--- config.mk ---
export PLATFORM = sky130hd
export DESIGN_NAME = ad_bus_initiator
export DESIGN_NICKNAME = d
export VERILOG_FILES = /design/src/rtl/ad_bus_pkg.sv /design/src/rtl/ad_bus_timeout_ctr.sv /design/src/rtl/ad_bus_initiator.sv
export SDC_FILE = /design/constraint.sdc
export NUM_CORES = 1
export LEC_CHECK = 0
export ABC_AREA = 1
export BUFFER_PORTS_ARGS = -buffer_cell sky130_fd_sc_hd__buf_2
export CAP_MARGIN = 30
export CORE_ASPECT_RATIO = 1.75
export CORE_MARGIN = 2
export CORE_UTILIZATION = 40
export DETAILED_ROUTE_END_ITERATION = 6
export GPL_ROUTABILITY_DRIVEN = 0
export PLACE_DENSITY = 0.74
export SKIP_LAST_GASP = 1
export SLEW_MARGIN = 25
export SYNTH_ARGS = -nofsm -noshare
export SYNTH_HDL_FRONTEND = slang
export SYNTH_HIERARCHICAL = 1
export SYNTH_SLANG_ARGS = --single-unit
--- constraint.sdc ---
create_clock -name clk -period 1.2 [get_ports clk]
set_input_delay 0 -clock clk [delete_from_list [all_inputs] [get_ports clk]]
set_output_delay 0 -clock clk [all_outputs]
set_load 0.03 [all_outputs]
--- src/rtl/ad_bus_pkg.sv ---
// Shared types and default widths for the AD bus initiator.
package ad_bus_pkg;

  localparam int unsigned AD_AW      = 32;
  localparam int unsigned AD_DW      = 16;
  localparam int unsigned AD_TIMEOUT = 16;

  typedef enum logic [2:0] {
    AD_IDLE  = 3'd0,
    AD_ADDR  = 3'd1,
    AD_WDATA = 3'd2,
    AD_TURN  = 3'd3,
    AD_RDATA = 3'd4,
    AD_RESP  = 3'd5
  } ad_state_t;

  // True in the states where the target may complete with bus_rdy.
  function automatic logic is_data_phase(input ad_state_t s);
    return (s == AD_WDATA) || (s == AD_RDATA);
  endfunction

endpackage

--- src/rtl/ad_bus_timeout_ctr.sv ---
// Data-phase wait-state counter. expired means TIMEOUT-1 cycles have already
// passed without bus_rdy, so one more such cycle reaches the limit.
module ad_bus_timeout_ctr #(
  parameter int unsigned TIMEOUT = 16
) (
  input  logic clk,
  input  logic reset_n,
  input  logic clear,
  input  logic enable,
  output logic expired
);

  localparam int unsigned CW = $clog2(TIMEOUT);
  localparam logic [CW-1:0] LAST = CW'(TIMEOUT - 1);

  logic [CW-1:0] count;
  logic [CW-1:0] count_inc;

  assign count_inc = count + CW'(1);

  // Count missed cycles; clear wins over enable.
  always_ff @(posedge clk) begin
    if (!reset_n) begin
      count   <= '0;
      expired <= 1'b0;
    end else if (clear) begin
      count   <= '0;
      expired <= 1'b0;
    end else if (enable) begin
      count   <= count_inc;
      expired <= (count_inc == LAST);
    end
  end

endmodule

--- src/rtl/ad_bus_initiator.sv ---
// Single-outstanding initiator for the multiplexed address/data bus.
// All bus and handshake outputs are registered from the next state.
module ad_bus_initiator
  import ad_bus_pkg::*;
#(
  parameter int unsigned AW      = AD_AW,
  parameter int unsigned DW      = AD_DW,
  parameter int unsigned TIMEOUT = AD_TIMEOUT
) (
  input  logic          clk,
  input  logic          reset_n,
  input  logic          req_valid,
  output logic          req_ready,
  input  logic          req_write,
  input  logic [AW-1:0] req_addr,
  input  logic [DW-1:0] req_wdata,
  output logic          rsp_valid,
  input  logic          rsp_ready,
  output logic [DW-1:0] rsp_rdata,
  output logic          rsp_err,
  output logic [AW-1:0] ad_out,
  output logic          ad_oe,
  input  logic [AW-1:0] ad_in,
  output logic          ale,
  output logic          rd_n,
  output logic          wr_n,
  input  logic          bus_rdy
);

  ad_state_t state;
  ad_state_t state_next;

  logic          wr_q;
  logic [DW-1:0] wdata_q;

  logic          accept;
  logic          done_ok;
  logic          done_to;
  logic          ctr_clear;
  logic          ctr_en;
  logic          expired;

  logic          ready_d;
  logic          rsp_valid_d;
  logic          ad_oe_d;
  logic          ale_d;
  logic          rd_n_d;
  logic          wr_n_d;
  logic [AW-1:0] ad_out_d;

  ad_bus_timeout_ctr #(
    .TIMEOUT (TIMEOUT)
  ) u_timeout (
    .clk     (clk),
    .reset_n (reset_n),
    .clear   (ctr_clear),
    .enable  (ctr_en),
    .expired (expired)
  );

  // State register.
  always_ff @(posedge clk) begin
    if (!reset_n) begin
      state <= AD_IDLE;
    end else begin
      state <= state_next;
    end
  end

  // Next-state logic and transfer-completion strobes.
  always_comb begin
    state_next = state;
    accept     = 1'b0;
    done_ok    = 1'b0;
    done_to    = 1'b0;
    ctr_clear  = 1'b0;
    ctr_en     = 1'b0;
    case (state)
      AD_IDLE: begin
        if (req_valid && req_ready) begin
          accept     = 1'b1;
          state_next = AD_ADDR;
        end
      end
      AD_ADDR: begin
        ctr_clear  = 1'b1;
        state_next = wr_q ? AD_WDATA : AD_TURN;
      end
      AD_TURN: begin
        ctr_clear  = 1'b1;
        state_next = AD_RDATA;
      end
      AD_WDATA, AD_RDATA: begin
        if (bus_rdy) begin
          done_ok    = 1'b1;
          state_next = AD_RESP;
        end else if (expired) begin
          done_to    = 1'b1;
          state_next = AD_RESP;
        end else begin
          ctr_en = is_data_phase(state);
        end
      end
      AD_RESP: begin
        if (rsp_ready) begin
          state_next = AD_IDLE;
        end
      end
      default: state_next = AD_IDLE;
    endcase
  end

  // Bus and handshake values for the state being entered.
  always_comb begin
    ready_d     = 1'b0;
    rsp_valid_d = 1'b0;
    ad_oe_d     = 1'b0;
    ale_d       = 1'b0;
    rd_n_d      = 1'b1;
    wr_n_d      = 1'b1;
    ad_out_d    = '0;
    case (state_next)
      AD_IDLE:  ready_d = 1'b1;
      AD_ADDR: begin
        // Only reachable from IDLE, so the request port still holds the address.
        ad_oe_d  = 1'b1;
        ale_d    = 1'b1;
        ad_out_d = req_addr;
      end
      AD_WDATA: begin
        ad_oe_d  = 1'b1;
        wr_n_d   = 1'b0;
        ad_out_d = AW'(wdata_q);
      end
      AD_RDATA: rd_n_d = 1'b0;
      AD_RESP:  rsp_valid_d = 1'b1;
      default: begin
        ready_d = 1'b0;
      end
    endcase
  end

  // Registered bus and handshake outputs.
  always_ff @(posedge clk) begin
    if (!reset_n) begin
      req_ready <= 1'b0;
      rsp_valid <= 1'b0;
      ad_oe     <= 1'b0;
      ale       <= 1'b0;
      rd_n      <= 1'b1;
      wr_n      <= 1'b1;
      ad_out    <= '0;
    end else begin
      req_ready <= ready_d;
      rsp_valid <= rsp_valid_d;
      ad_oe     <= ad_oe_d;
      ale       <= ale_d;
      rd_n      <= rd_n_d;
      wr_n      <= wr_n_d;
      ad_out    <= ad_out_d;
    end
  end

  // Request capture on accept.
  always_ff @(posedge clk) begin
    if (!reset_n) begin
      wr_q    <= 1'b0;
      wdata_q <= '0;
    end else if (accept) begin
      wr_q    <= req_write;
      wdata_q <= req_wdata;
    end
  end

  // Response payload, loaded once per transfer and held through RESP.
  always_ff @(posedge clk) begin
    if (!reset_n) begin
      rsp_rdata <= '0;
      rsp_err   <= 1'b0;
    end else if (done_ok) begin
      rsp_rdata <= wr_q ? '0 : ad_in[DW-1:0];
      rsp_err   <= 1'b0;
    end else if (done_to) begin
      rsp_rdata <= '0;
      rsp_err   <= 1'b1;
    end
  end

  // Upper AD bits carry no read data.
  if (DW < AW) begin : g_ad_hi
    logic unused_ad_hi;
    assign unused_ad_hi = ^ad_in[AW-1:DW];
  end

endmodule

== Word-level counts from Yosys, hierarchy flattened ==
Index checks and enable logic that the tools add are counted.
Word-level totals
  register bits after elaboration: 80
  bits in latches: 0
  bits in writable memories: 0
  ROM bits: 0
  input port bits: 86
  output and inout bits: 55
  memories: 0
Operators by class
  add/sub/neg operators: 1
  multiply operators: 0
  div/mod/pow operators: 0
  magnitude comparators: 0
  equal/unequal tests: 10
  shift-type cells: 0
  multiplexer cells: 27
  bitwise logic cells: 1
  reduce and logical (&&, ||, !) cells: 10
Operator list (number)
  $pmux 32 s2: 1
  $mux 16: 3
  $mux 1: 18
  $pmux 3 s5: 1
  $eq 3x3->1 const B: 4
  $mux 3: 4
  $reduce_or 2->1: 5
  $eq 3x2->1 const B: 3
  $eq 3x1->1 const B: 2
  $logic_not 3->1: 2
  $add 4x1->4 const B: 1
  $eq 4x4->1 const B: 1
  $reduce_bool 2->1: 1
  $logic_and 1x1->1: 1
  $logic_or 1x1->1: 1
  $not 1->1: 1

== Depth between registers and ports, before layout ==
  depth after elaboration: 6
  mapped depth: 9
  mapped depth without buffers: 9

== By module ==
The synthesis kept the hierarchy.
By module, submodules not included
  ad_bus_initiator: instances 1, cells each 324, area each 2617.5 sq um
  ad_bus_timeout_ctr: instances 1, cells each 34, area each 256.5 sq um

== Worst setup path after synthesis ==
No wires, ideal clock.
  path type: register -> register
  start point: reg req_ready
  end point: reg ad_out[10]
  data arrival time: 1.307 ns
  setup slack: -0.166 ns
  cell stages (with the launch flop): 9
  path buffers: 2
  period minus slack after synthesis: 1.366 ns
  cells stage by stage: dfxtp_1 -> nand2_1 -> inv_1 -> nand3_2 -> buf_4 -> nor2_4 -> buf_2 -> nand2_1 -> nand2_1
On the way
  longest elaborated chain between the ends: 5
  elaborated cells on any way between the ends: 6
RTL lines
  start, declared: RTL line ad_bus_initiator.sv:13  | output logic req_ready,
  start signal, assigned: RTL line ad_bus_initiator.sv:154  | req_ready <= ready_d;
  $logic_and 1x1->1 (*): RTL line ad_bus_initiator.sv:80  | if (req_valid && req_ready) begin
  $mux 3 (*): RTL line ad_bus_initiator.sv:80
  $pmux 3 s5 (*): RTL line ad_bus_initiator.sv:78  | case (state)
  $eq 3x2->1 / $eq 3x1->1 (equally long branches): RTL line ad_bus_initiator.sv:122  | case (state_next)
  $pmux 32 s2 (*): RTL line ad_bus_initiator.sv:122
  end signal, assigned: RTL line ad_bus_initiator.sv:160  | ad_out <= ad_out_d;
  end, declared: RTL line ad_bus_initiator.sv:21  | output logic [AW-1:0] ad_out,
Every way passes the cells marked *; elsewhere a longest branch is shown, timed or not.
A chain may end at the register's enable or synchronous reset.

== Final worst setup path ==
  start point: reg state[0]
  end point: reg ad_out[7]
On the way
  longest elaborated chain between the ends: 5
  elaborated cells on any way between the ends: 15
RTL lines
  start, declared: RTL line ad_bus_initiator.sv:30  | ad_state_t state;
  start signal, assigned: RTL line ad_bus_initiator.sv:66  | state <= state_next;
  $eq 3x2->1, or another cell as far along: RTL line ad_bus_initiator.sv:78
  $reduce_or 2->1 / $mux 3 (equally long branches): RTL line ad_bus_initiator.sv:78, ad_bus_initiator.sv:94
  $pmux 3 s5 (*): RTL line ad_bus_initiator.sv:78
  $eq 3x2->1 / $eq 3x1->1 (equally long branches): RTL line ad_bus_initiator.sv:122
  $pmux 32 s2 (*): RTL line ad_bus_initiator.sv:122
Marked as above.

==> results.md <==
* Chip height at 116 um
* CP arrival at 1.56 ns
* CTS Root Cell: clkbuf_16
* Setup tns final at -2.21 ns
* Setup slack after layout at -0.0873 ns
* Clk sinks at 80
* Cells after synthesis at 358
* Hold wc startpoint: rsp_ready
* Fmax achieved at 777 MHz
* Warnings, synthesis at 6
* TritonCTS clock tree: yes
* Clock Skew at 0.00458 ns
* Nets at 659
* CP startpoint kind: flip-flop
* Syn avg cell area at 8.03 um2
* Core ar. at 0.00691 mm2
* Initial antenna violation count at 0
* Final setup vio count at 56
* Leakage power at 0.00237 uW
* Total Wirelength at 9800 um
* Measured slew at the worst slew-check pin at 0.263 ns
* Drt wl/cell at 14.9 um
* Die width at 68.1 um
* Row count at 40
* Hold Crit Depth at 5
* Power density over cell area at 1780 mW/mm2
* Hpwl dp at 5610 um
* Number of diodes at 0
* Hold Crit Class: in -> reg
* RSZ-0062 raised after global routing: yes
* IO Port Bufs at 124
* Total congestion overflow at 0
* Violated checks: negative setup slack
* Post-synthesis cell type count at 27
* Final hold vios at 0
* Crit Reg-Reg Endpoint: ad_out[7]$_SDFF_PN0_
* Register-to-register setup slack at -0.09 ns
* Number of max-slew violations in the final report at 0
* Max-capacitance violation count at 0
* CP Max Fanout at 6
* DR iter-0 viols at 175
* Slew HR at 82.5%
* Vias in the first global route at 3138
* Syn Nets at 446
* Outcome: complete, but fails checks
* Cells on worst reg2reg path at 8
* Die area at 0.00791 mm2
* Via count at 3259
* Seq/Total Area, Yosys at 55.7%
* Share of flip-flops with an asynchronous set or reset at 0%
* Area Overhead vs Synth at 75.3%
* Synthesis-stage register bit count at 80
* Critical Path RT at 1.47 ns
* Htree depth at 3
* Worst-path clk slew at 0.06 ns
* Share of cells above drive strength 1 at 40.7%
* I/O pin count at 141
* Maximum VDD drop at 0.00126 V
* Post-Syn Area at 0.00287 mm2
* DRC violation count after routing at 0
* CP Class: reg -> reg
* Fin crit period at 1.29 ns
* Final ANT Viol Nets at 0
* Vias per std cell at 4.95
* CTS buffer count at 9
* Max Root-Sink Buffers at 2
* Initial Util at 41.6%
* CP Capture Type: flip-flop
* Clk_lat worst skew at 0.33 ns
* First-pass DRT Iterations at 4
* Hold slack at 0.127 ns
* First-pass GRT wire length at 14200 um
* Ys flop type: dfxtp_1
* EDFF count, synth at 0
* FF-to-FF Start: state[0]$_SDFF_PN0_
* Final period util at 107%
* Gr usage total at 24.0%
* WHS Endpoint: rsp_valid$_SDFF_PN0_
* Largest net degree at the start of global routing at 26
layout make-up:
| class | instances | area, um2 |
|---|---|---|
| inverters | 22 | 90.1 |
| clock buffers | 15 | 278 |
| fillers | 496 | 1870 |
| repair buffers | 221 | 1640 |
| flip-flops and latches | 80 | 1620 |
| well taps | 84 | 105 |
| multi-input cells | 237 | 1310 |
per-layer routing:
layer  routed length [um]  share of wire [%]  vias to the layer above  GRT usage [%]
met5                    0                  0                        -              0
met4                  565                5.8                        0           17.5
met1                 3360                 34                     1507           23.9
met2                 5440                 56                      122           42.1
met3                  438                4.5                       49           5.39
li1                     -                  -                     1581              -
critical path: stages, from the launching register on:
cell and delay (ns):
dfxtp_4 0.37, nor2_4 0.15, nand3_4 0.10, buf_6 0.14, nor2_4 0.09, buf_6 0.14, buf_8 0.14, nand2_2 0.06
nand2_1 0.05
layout by cell type, fill, tap and decap left out, types with 2 or more instances in the layout:
cell type and count:
nor2_1 52, ha_1 2, clkbuf_16 11, nand4_1 17, o21ai_4 2, o21ai_0 4
buf_12 3, buf_6 12, dfxtp_4 3, nor2_4 6, buf_4 14, a21oi_2 3
dfxtp_2 2, inv_1 14, nor2_2 7, o21ai_2 5, nand3_1 13, nand3_2 10
dlygate4sd3_1 65, o21ai_1 9, nand2_1 65, clkbuf_1 3, clkbuf_8 3, nand2_2 12
a21oi_1 19, nand2_4 5, dfxtp_1 75, inv_2 5, buf_2 124
registers in the layout (all words and copies together) (netlist names):
register / count
state: 3
wdata_q: 16
rd_n: 1
req_ready: 1
wr_q: 1
rsp_err: 1
rsp_rdata: 16
ad_out: 32
ad_oe: 1
u_timeout/expired: 1
wr_n: 1
u_timeout/count: 4
rsp_valid: 1
ale: 1
cells in the mapped netlist (2+ instances only):
cell type / n / area share, %
nand4_1: 17 / 3.7
buf_1: 2 / 0.26
nor2_2: 3 / 0.65
nand2_1: 81 / 11
buf_4: 4 / 1.0
o21ai_0: 19 / 3.3
a21oi_1: 21 / 3.7
clkbuf_1: 6 / 0.78
nor2_1: 61 / 8.0
inv_2: 2 / 0.26
dfxtp_1: 80 / 56
inv_1: 19 / 2.5
nand3_1: 23 / 4.0
buf_2: 6 / 1.0
ha_1: 2 / 0.87
logic make-up after synthesis:
group,synth area share [%]
AOI/OAI and AO/OA,8.58
buffers and inverters,6.40
and+or+nand+nor,28.4
DFF,55.7
adders and majority gates,0.871
what timing repair did:
action	in CTS	in global routing
setup buffers	0	3
hold buffers	65	0
setup endpoints to repair	77	78
endpoints found under the hold margin	65	0
pin swaps	16	20
gates resized for setup	44	53
cloned	1	2
report_power, final:
| group | leakage (uW) | switching, uW | internal (uW) |
|---|---|---|---|
| registers | 0.000652 | 237 | 3070 |
| clock network | 0.000136 | 974 | 1560 |
| logic | 0.00158 | 1840 | 1290 |
| total | 0.00237 | 3050 | 5910 |
how the worst max path moves through the flow:
stage                   startpoint                      end  slack (ns)  cells past startpoint
3_5_place_dp   state[0]$_SDFF_PN0_     ad_out[4]$_SDFF_PN0_       -0.12                      9
4_1_cts        state[1]$_SDFF_PN0_    ad_out[11]$_SDFF_PN0_       -0.09                      7
6_report       state[0]$_SDFF_PN0_     ad_out[7]$_SDFF_PN0_       -0.09                      8
5_1_grt        state[0]$_SDFF_PN0_    ad_out[12]$_SDFF_PN0_       -0.17                      9
3_3_place_gp   state[0]$_SDFF_PN0_  wdata_q[9]$_SDFFE_PN0P_       -0.09                      6
2_1_floorplan  state[1]$_SDFF_PN0_     ad_out[7]$_SDFF_PN0_       0.007                      7
through the flow:
stage                     power, uW  std cells  util [%]  setup slack [ns]  area (um2)
after detailed placement       5590        574      54.3            -0.124        3750
after floorplan                4770        358         -           0.00718        2890
after global placement         5520        574      54.3           -0.0922        3750
after CTS                      8560        655      69.3           -0.0866        4790
after global routing           9370        659      72.9            -0.171        5040
final                          8960        659      72.9           -0.0873        5040
Note: power is estimated with default switching activity, not from simulation.
